--- src/rtl/ch6_timer_pkg.sv ---
// Shared types and defaults for the loadable down-counter/timer.
//   TIMER_WIDTH : default counter width
//   state_t     : timer FSM state encoding
package ch6_timer_pkg;

  localparam int unsigned TIMER_WIDTH = 4;

  typedef enum logic [1:0] {
    ST_IDLE    = 2'd0,
    ST_RUN     = 2'd1,
    ST_EXPIRED = 2'd2
  } state_t;

endpackage

--- src/rtl/down_count_stage.sv ---
// One bit of the synchronous down-counter chain.
//   clk, clear   : rising-edge clock, async active-low reset
//   load         : parallel-load strobe, load_bit is the value taken
//   dec          : decrement enable for the whole chain
//   borrow_in    : 1 when every lower bit is 0 (bit toggles on decrement)
//   q            : stored bit
//   borrow_out   : borrow passed to the next higher bit
module down_count_stage (
  input  logic clk,
  input  logic clear,
  input  logic load,
  input  logic load_bit,
  input  logic dec,
  input  logic borrow_in,
  output logic q,
  output logic borrow_out
);

  // Borrow ripples up only through bits that are currently 0.
  assign borrow_out = borrow_in & ~q;

  always_ff @(posedge clk or negedge clear) begin
    if (!clear) begin
      q <= 1'b0;
    end else if (load) begin
      q <= load_bit;
    end else if (dec && borrow_in) begin
      q <= ~q;
    end
  end

endmodule

--- src/rtl/four_bit_sync_down_timer.sv ---
// Loadable synchronous down-counter/timer with one-shot or periodic expiry.
//   clk          : rising-edge clock
//   clear        : async active-low reset
//   count_enable : decrement qualifier
//   load         : synchronous load of load_value (highest priority after clear)
//   load_value   : start / reload value
//   auto_reload  : 1 reloads on expiry and keeps running, 0 stops in EXPIRED
//   Q            : current count
//   busy         : 1 while running
//   done         : one-cycle pulse after the terminal-count cycle
//   expired      : level, 1 in EXPIRED until the next load
//   tc           : combinational terminal count for cascading
import ch6_timer_pkg::*;

module four_bit_sync_down_timer #(
  parameter int unsigned WIDTH = TIMER_WIDTH
) (
  input  logic             clk,
  input  logic             clear,
  input  logic             count_enable,
  input  logic             load,
  input  logic [WIDTH-1:0] load_value,
  input  logic             auto_reload,
  output logic [WIDTH-1:0] Q,
  output logic             busy,
  output logic             done,
  output logic             expired,
  output logic             tc
);

  state_t           state;
  state_t           state_next;
  logic [WIDTH-1:0] reload_reg;
  logic [WIDTH-1:0] reload_next;
  logic             done_next;
  logic             stage_load;
  logic [WIDTH-1:0] load_data;
  logic             dec_en;
  logic [WIDTH:0]   borrow;
  logic             q_zero;

  // Bit-stage chain; the borrow out of the top stage doubles as a Q==0 flag.
  assign borrow[0] = 1'b1;

  for (genvar i = 0; i < WIDTH; i++) begin : g_stage
    down_count_stage u_stage (
      .clk        (clk),
      .clear      (clear),
      .load       (stage_load),
      .load_bit   (load_data[i]),
      .dec        (dec_en),
      .borrow_in  (borrow[i]),
      .q          (Q[i]),
      .borrow_out (borrow[i+1])
    );
  end

  assign q_zero = borrow[WIDTH];

  assign tc = (state == ST_RUN) && count_enable && (Q == WIDTH'(1));

  // State and registered flag update.
  always_ff @(posedge clk or negedge clear) begin
    if (!clear) begin
      state      <= ST_IDLE;
      reload_reg <= '0;
      done       <= 1'b0;
      busy       <= 1'b0;
      expired    <= 1'b0;
    end else begin
      state      <= state_next;
      reload_reg <= reload_next;
      done       <= done_next;
      busy       <= (state_next == ST_RUN);
      expired    <= (state_next == ST_EXPIRED);
    end
  end

  // Next-state, reload and counter-control decode: load beats counting.
  always_comb begin
    state_next  = state;
    reload_next = reload_reg;
    done_next   = 1'b0;
    stage_load  = 1'b0;
    load_data   = load_value;
    dec_en      = 1'b0;

    if (load) begin
      reload_next = load_value;
      stage_load  = 1'b1;
      state_next  = (load_value != '0) ? ST_RUN : ST_IDLE;
    end else begin
      case (state)
        ST_RUN: begin
          if (count_enable) begin
            if (Q == WIDTH'(1)) begin
              done_next = 1'b1;
              if (auto_reload) begin
                stage_load = 1'b1;
                load_data  = reload_reg;
              end else begin
                dec_en     = 1'b1;
                state_next = ST_EXPIRED;
              end
            end else begin
              // Guard keeps Q from ever wrapping below zero.
              dec_en = ~q_zero;
            end
          end
        end
        ST_EXPIRED: state_next = ST_EXPIRED;
        default:    state_next = ST_IDLE;
      endcase
    end
  end

endmodule

--- config.mk ---
export PLATFORM = sky130hd
export DESIGN_NAME = four_bit_sync_down_timer
export DESIGN_NICKNAME = d
export VERILOG_FILES = /design/src/rtl/ch6_timer_pkg.sv /design/src/rtl/down_count_stage.sv /design/src/rtl/four_bit_sync_down_timer.sv
export SDC_FILE = /design/constraint.sdc
export NUM_CORES = 1
export LEC_CHECK = 0
export CORE_MARGIN = 2
export CORE_UTILIZATION = 42
export DETAILED_ROUTE_END_ITERATION = 12
export HOLD_SLACK_MARGIN = 0.15
export PLACE_DENSITY = 0.72
export SKIP_LAST_GASP = 1
export SYNTH_ARGS = -nofsm -noshare
export SYNTH_HDL_FRONTEND = slang
export SYNTH_SLANG_ARGS = --single-unit
--- constraint.sdc ---
create_clock -name clk -period 1.3 [get_ports clk]
set_input_delay 0.26 -clock clk [delete_from_list [all_inputs] [get_ports clk]]
set_output_delay 0.26 -clock clk [all_outputs]
set_load 0.02 [all_outputs]
Word-level counts from Yosys, hierarchy flattened
Index checks and enable logic that the tools add are counted.

Memory bits (writable): 0. Bits in latches: 0. Bits of input ports: 9. Output and inout bits: 8. Memories: 0. ROM bits: 0. Flip-flop bits (word level): 13.

$mul: 0. Add/sub/neg operators: 0. Magnitude comparators: 0. Shifts and indexed selects: 0. Mux-type cells: 33. Divide/modulo/power cells: 0. Bitwise logic cells: 8. Reductions and logical operators: 10. Eq/ne operators: 5.

Operators with widths (number): 1-bit two-way mux (23); 4-bit two-way mux (5); 2-bit two-way mux (4); 2-bit nonzero test (4); 1-bit logical AND (5); 1-bit NOT (5); 2-bit by 1-bit == test with 1-bit output, second input constant (2); 2-bit == test, second input constant (2); 4-bit by 1-bit == test with 1-bit output, second input constant (1); 2-bit one-hot mux with 2 select lines (1); 4-bit nonzero test (1); 1-bit AND (3).

Logic depth before layout (Yosys ltp)
Gate-level depths: netlist (run 1).

Word-level depth: 12. Gate-level depth with buffers: 5. Depth with buffers taken out: 5.

Cells and area by module
A second synthesis (run 1) with hierarchy kept.

Cell total of the unflattened synthesis: 70. Area total of the unflattened synthesis: 795.8 µm².

Modules (own cells, without submodules): four_bit_sync_down_timer (cells an instance 46, instances 1, area each 535.5 µm²); down_count_stage (cells an instance 6, instances 4, area each 65.1 µm²).

Worst setup path after synthesis (run 1)
Ideal clock, no wire load.

Path type: register to output. From: register g_stage[3].u_stage.q. To: output tc. Required time: 1.040 ns. Arrival time: 1.284 ns. Setup slack: -0.244 ns. Cell stages (with the launch flop): 3. Cell sequence: dfrtp_1 -> or4b_4 -> nor2_1.

Word-level cells in the longest chain between the ends: 2.

Ends and longest elaborated chain: from (decl) (line down_count_stage.sv:15) `output logic q,`; from (signal assigned) (line down_count_stage.sv:26) `q <= load_bit;`; from (signal assigned) (line down_count_stage.sv:28) `q <= ~q;`; 4-bit by 1-bit == test with 1-bit output (line four_bit_sync_down_timer.sv:60) `assign tc = (state == ST_RUN) && count_enable && (Q == WIDTH'(1));`; 1-bit logical AND (line four_bit_sync_down_timer.sv:60); to (decl) (line four_bit_sync_down_timer.sv:28) `output logic tc`.

Every way passes these cells.

Final worst setup path (run 1)
From: register g_stage[1].u_stage.q. To: output tc.

Word-level cells in the longest chain between the ends: 2.

Ends and longest elaborated chain (line): from (decl) (down_count_stage.sv:15); from (signal assigned) (down_count_stage.sv:26); from (signal assigned) (down_count_stage.sv:28); 4-bit by 1-bit == test with 1-bit output (four_bit_sync_down_timer.sv:60); 1-bit logical AND (four_bit_sync_down_timer.sv:60).

Every way passes these cells.

==> reports/metrics.yaml, run 1 <==
final_layout:
  layout_commonest_cell: "buf_4"
  syn_to_final_growth_pct: 55.5
  layout_common_cells: "buf_4, dfrtp_1, clkdlybuf4s50_1"
  drive_above_1_share_pct: 40.6
  fin_nets: 118
  antenna_cells: 0
sta:
  slew_headroom_pct: 72.1
  layout_min_cycle_time_ns: 1.69
  hold_viol: 0
  worst_pin_slew_ns: 0.413
  fmax_mhz: 593
  fin_skew_ns: 0.00653
  fin_setup_tns_ns: -1.82
  drv_slew: 0
  rsz0062_at_grt: "true"
  setup_violations: 9
  min_period_over_period_pct: 130
  worst_slack_ns: -0.386
drt:
  wl_per_cell_microns: 13.1
  postRouteWirelength_microns: 1600
  ant_nets: 0
  drc_errors: 0
  via_count: 644
  drt-initial-drc-count: 12
  post_drt_via_cell_ratio: 5.28
  drt_first_pass_iters: 4
worst_setup_path:
  crit_family: "simple AND/OR/NAND/NOR gates"
  crit_arrival_ns: 1.43
  critical_path.max_stage_delay_ns: 0.56
  r2r-start: "g_stage[1].u_stage.q"
  crit_required_ns: 1.04
  cp-start-kind: "flip-flop"
  path_cells: "or4b_4 -> nor2_4 -> buf_6"
  slowest_stage: "or4b_4"
  crit_path_max_fanout: 2
  crit_start: "g_stage[1].u_stage.q"
  cp-end-kind: "output pin"
  crit_buf_inv: 1
  worstSetupPathType: "reg2out"
  r2r_slack_ns: -0.34
global_routing:
  antenna_found_initial: 0
  grt.overflow.total: 0
  grt_util_all_layers_pct: 20.1
  grt_max_degree: 14
  grt_pass1_vias: 657
  grt_first_pass_wirelength_microns: 2800
min_path:
  hold_class: "in2async"
floorplanning:
  core_sq_um: 1560
  io_pins: 17
  die_width_microns: 45.2
  rows: 14
  dieArea_sq_um: 2050
  die_h_microns: 45.2
  initial_core_util_pct: 45.8
power:
  ir_drop_mv: 0.621
  total_power_mw: 1.02
  p_int_uw: 723
  p_sw_uw: 298
  cellLeakagePower_nw: 0.511
  power_frac_comb_pct: 31.6
  powerDensity_nw_per_um2: 918
  p_sw_share_pct: 29.2
  clockPowerShare_pct: 24.4
  power.share.sequential_pct: 44.0
synthesis:
  netlist_top_cells_area: "dfrtp_1, buf_4, nand2_1"
  synth_nets: 81
  synth_seq_cells: 13
  ys_seq_area_share_pct: 45.5
  ys.flop_type: "dfrtp_1"
  synth_cells: 70
  synth_area_sq_um: 714
  async_flop_share_pct: 100
  ys_warn_count: 0
  synth_cell_types: 34
  yosysTopAreaCellShare_pct: 45.5
  synth_edf_count: 0
  syn_area_per_cell_sq_um: 10.2
  yosysTopAreaCell: "dfrtp_1"
placed_design:
  globalplace.congestion: 0.853
  port_buffers: 16
  dp_hpwl_microns: 1230
clock_tree:
  cts_hold_buf: 0
  numCtsBuffers: 3
  clockBufferDepth: 2
  clk_pin_slew_ns: 0.08
  cts.sinks: 13
  cts-root-buf: "clkbuf_4"
  clkLatencyLatePin_ns: 0.28
  cts-htree-levels: 1
  cts_tree: "built"
run_status:
  violations: "negative setup slack"
  status: "finished, violations left"
job:
  cap_violations: 0
## logic make-up after synthesis
kind of cell               count (synthesis)  synth area share, %
AOI/OAI and AO/OA                         17                 18.4
adders and majority gates                  2                 3.50
buffers and inverters                      8                 6.30
DFF                                       13                 45.5
muxes                                      3                 4.38
and+or+nand+nor                           27                 21.9
## routing by layer
metal / global-route usage, % / wire length, microns / up-vias
met5: 0 / 0 / -
met4: 10.0 / 0 / 0
met3: 5.60 / 91 / 0
met2: 32.6 / 826 / 23
met1: 24.4 / 679 / 299
li1: - / - / 322
## power by group through the flow
stage	combinational [mW]	clock [mW]	sequential, mW
2_1_floorplan	0.135	0	0.472
3_3_place_gp	0.289	0	0.455
3_5_place_dp	0.293	0	0.456
4_1_cts	0.314	0.257	0.449
5_1_grt	0.352	0.271	0.453
6_report	0.322	0.249	0.449
## path summary, 6_finish.rpt
path                       cells after the start       endpoint
min in group clk                               2  reload_reg[3]
max reg2reg                                    5        expired
max in group asynchronous                      2  reload_reg[3]
min reg2reg                                    2  reload_reg[3]
max                                            3             tc
min                                            2       state[1]
## worst register-to-register path, cell delays in order (launching register included)
cell and delay [ns]:
dfrtp_1 0.38, or4b_4 0.56, buf_4 0.15, buf_6 0.12
or2_1 0.22, a21oi_2 0.14
## timing repair
item / CTS / global route
resized for setup: 37 / 3
pin swaps: 4 / 4
endpoints found under the setup margin: 17 / 10
buffers inserted: 0 / 1
## layout make-up
cell class / count / area (sq um)
clock buffer: 4 / 26.3
fill: 128 / 448
inverter: 3 / 11.3
multi-input combinational: 49 / 422
sequential: 13 / 325
tap: 16 / 20.0
timing repair buffer: 37 / 307
## per-stage QoR
| stage | hold slack (ns) | cell area, sq um | cells | util [%] | setup slack (ns) |
|---|---|---|---|---|---|
| floorplan | -0.0356 | 722 | 70 | - | -0.146 |
| global placement | 0.471 | 1020 | 117 | 65.3 | -0.564 |
| detailed placement | 0.482 | 1020 | 117 | 65.3 | -0.589 |
| CTS | 0.271 | 1090 | 121 | 70.1 | -0.400 |
| global route | 0.308 | 1110 | 122 | 71.3 | -0.438 |
| finish | 0.275 | 1110 | 122 | 71.3 | -0.386 |
## synth_stat cells, types with 2 or more instances
cell / instances
inv_1: 3
buf_4: 4
o21ai_0: 2
dfrtp_1: 13
nor2b_1: 3
a32oi_1: 2
o31ai_1: 2
ha_1: 2
mux2i_1: 2
nor2_1: 4
o41ai_1: 2
nand2_1: 7
nand2b_1: 3
No activity file was read; power rests on OpenSTA's default activity.
==> inputs of run 2 (changes only) <==
--- a/config.mk
+++ b/config.mk
@@ -9,2 +9,3 @@
 export CORE_UTILIZATION = 42
+export CTS_CLUSTER_DIAMETER = 200
 export DETAILED_ROUTE_END_ITERATION = 12
--- a/constraint.sdc
+++ b/constraint.sdc
@@ -3,2 +3,2 @@
 set_output_delay 0.26 -clock clk [all_outputs]
-set_load 0.02 [all_outputs]
+set_load 0.01 [all_outputs]
==> run 2 against run 1 <==
Net effect:
- combinational power rose by 2%
- sequential share of layout area fell by 1.1 points
- clock power barely moved
- non-clock buffer count rose by 2
- worst hold slack got worse by 0.0053 ns
- the flow still finishes with violations (negative setup slack)
- critical path depth did not move
- worst setup slack got worse by 0.0017 ns
- first-iteration DRC count did not move
- global-route usage fell by 0.79 points
==> reports/metrics.yaml, run 2 (same netlist as run 1, synthesis figures left out) <==
run_status:
  status: "finished, violations left"
  violations: "negative setup slack"
final_layout:
  layout_common_cells: "buf_4, dfrtp_1, clkdlybuf4s50_1"
  layout.cells.non_filler: 124
  drive_above_1_share_pct: 45.4
  multi_input_area_sq_um: 435
  n_fill_cell: 114
  syn_to_final_growth_pct: 61.5
  fin_util_pct: 74.0
  antenna_cells: 0
  layout_commonest_cell: "buf_4"
  seq_area_sq_um: 325
  fin_nets: 120
global_routing:
  grt_util_all_layers_pct: 19.3
  grt.overflow.total: 0
  antenna_found_initial: 0
  grt_first_pass_wirelength_microns: 2700
  grt_pass1_vias: 669
  grt_max_degree: 16
power:
  cellLeakagePower_nw: 0.534
  ir_drop_mv: 0.876
  powerDensity_nw_per_um2: 890
drt:
  drc_errors: 0
  ant_nets: 0
  postRouteWirelength_microns: 1590
  post_drt_via_cell_ratio: 5.28
  drt_first_pass_iters: 3
  drt-initial-drc-count: 12
  via_count: 655
  wl_per_cell_microns: 12.8
sta:
  fin_skew_ns: 0.00967
  rsz0062_at_grt: "true"
  drv_slew: 0
  fmax_mhz: 592
  worst_pin_slew_ns: 0.362
  slew_headroom_pct: 75.6
  min_period_over_period_pct: 130
  layout_min_cycle_time_ns: 1.69
  whs_ns: 0.270
  worst_slack_ns: -0.388
  setup_violations: 10
  fin_setup_tns_ns: -1.68
  hold_viol: 0
placed_design:
  dp_cells: 118
  dp_hpwl_microns: 1210
  port_buffers: 16
  globalplace.congestion: 0.776
  dp_slack_ns: -0.508
worst_setup_path:
  critical_path.max_stage_delay_ns: 0.55
  crit_required_ns: 1.04
  r2r_cells: 5
  crit_family: "simple AND/OR/NAND/NOR gates"
  cp-start-kind: "flip-flop"
  crit_path_max_fanout: 2
  r2r-end: "busy"
  crit_buf_inv: 1
  slowest_stage: "or4b_4"
  worstSetupPathType: "reg2out"
  crit_arrival_ns: 1.43
  cp-end-kind: "output pin"
  r2r_slack_ns: -0.30
  r2r-start: "g_stage[3].u_stage.q"
  path_cells: "or4b_4 -> nor2_2 -> buf_2"
clock_tree:
  clk_pin_slew_ns: 0.08
  cts-root-buf: "clkbuf_4"
  clkLatencyLatePin_ns: 0.28
  numCtsBuffers: 3
  cts_hold_buf: 0
  cts-htree-levels: 1
  cts_tree: "built"
  cts.sinks: 13
  clockBufferDepth: 2
job:
  cap_violations: 0
floorplanning:
  die_width_microns: 45.2
  die_h_microns: 45.2
  rows: 14
  core_sq_um: 1560
  io_pins: 17
  initial_core_util_pct: 45.8
  dieArea_sq_um: 2050
min_path:
  hold_class: "in2async"
run 2: timing repair:
action                     CTS  global route
setup endpoints to repair   17            12
buffers inserted             2             3
pin swaps                    5             6
resized for setup           31            12
run 2: metrics by stage:
step / cell area, sq um / total power [mW]
floorplan: 714 / 0.589
global placement: 1030 / 0.733
detailed placement: 1030 / 0.740
CTS: 1110 / 1.01
global route: 1150 / 1.08
finish: 1150 / 1.03
run 2: area by class of cell:
type                            instances  area share (%)
Timing Repair Buffer                   39            29.0
Sequential cell                        13            28.2
Inverter                                3           0.976
Clock buffer                            3            1.95
Multi-Input combinational cell         49            37.7
Clock inverter                          1           0.434
Tap cell                               16            1.74
run 2: how the worst max path moves through the flow:
stage / end / depth (start not counted) / startpoint / slack [ns]
after floorplan: tc / 2 / g_stage[3].u_stage.q / -0.12
after global placement: tc / 3 / g_stage[3].u_stage.q / -0.49
after detailed placement: tc / 3 / g_stage[3].u_stage.q / -0.51
after CTS: tc / 3 / g_stage[3].u_stage.q / -0.39
after global routing: tc / 3 / g_stage[1].u_stage.q / -0.44
final: tc / 3 / g_stage[3].u_stage.q / -0.39
run 2: where the power goes:
part           internal, mW  switching [mW]  leakage, nW
clock network         0.114           0.134       0.0177
logic                 0.183           0.146        0.356
registers             0.435          0.0137        0.161
total                 0.733           0.294        0.534
run 2: layer usage:
metal	global-route usage, %	vias to the layer above	part of all wire, %
li1	-	329	-
met4	15.9	0	4.0
met2	30.3	18	48
met3	5.60	6	5.4
met5	0	-	0
met1	21.4	302	42
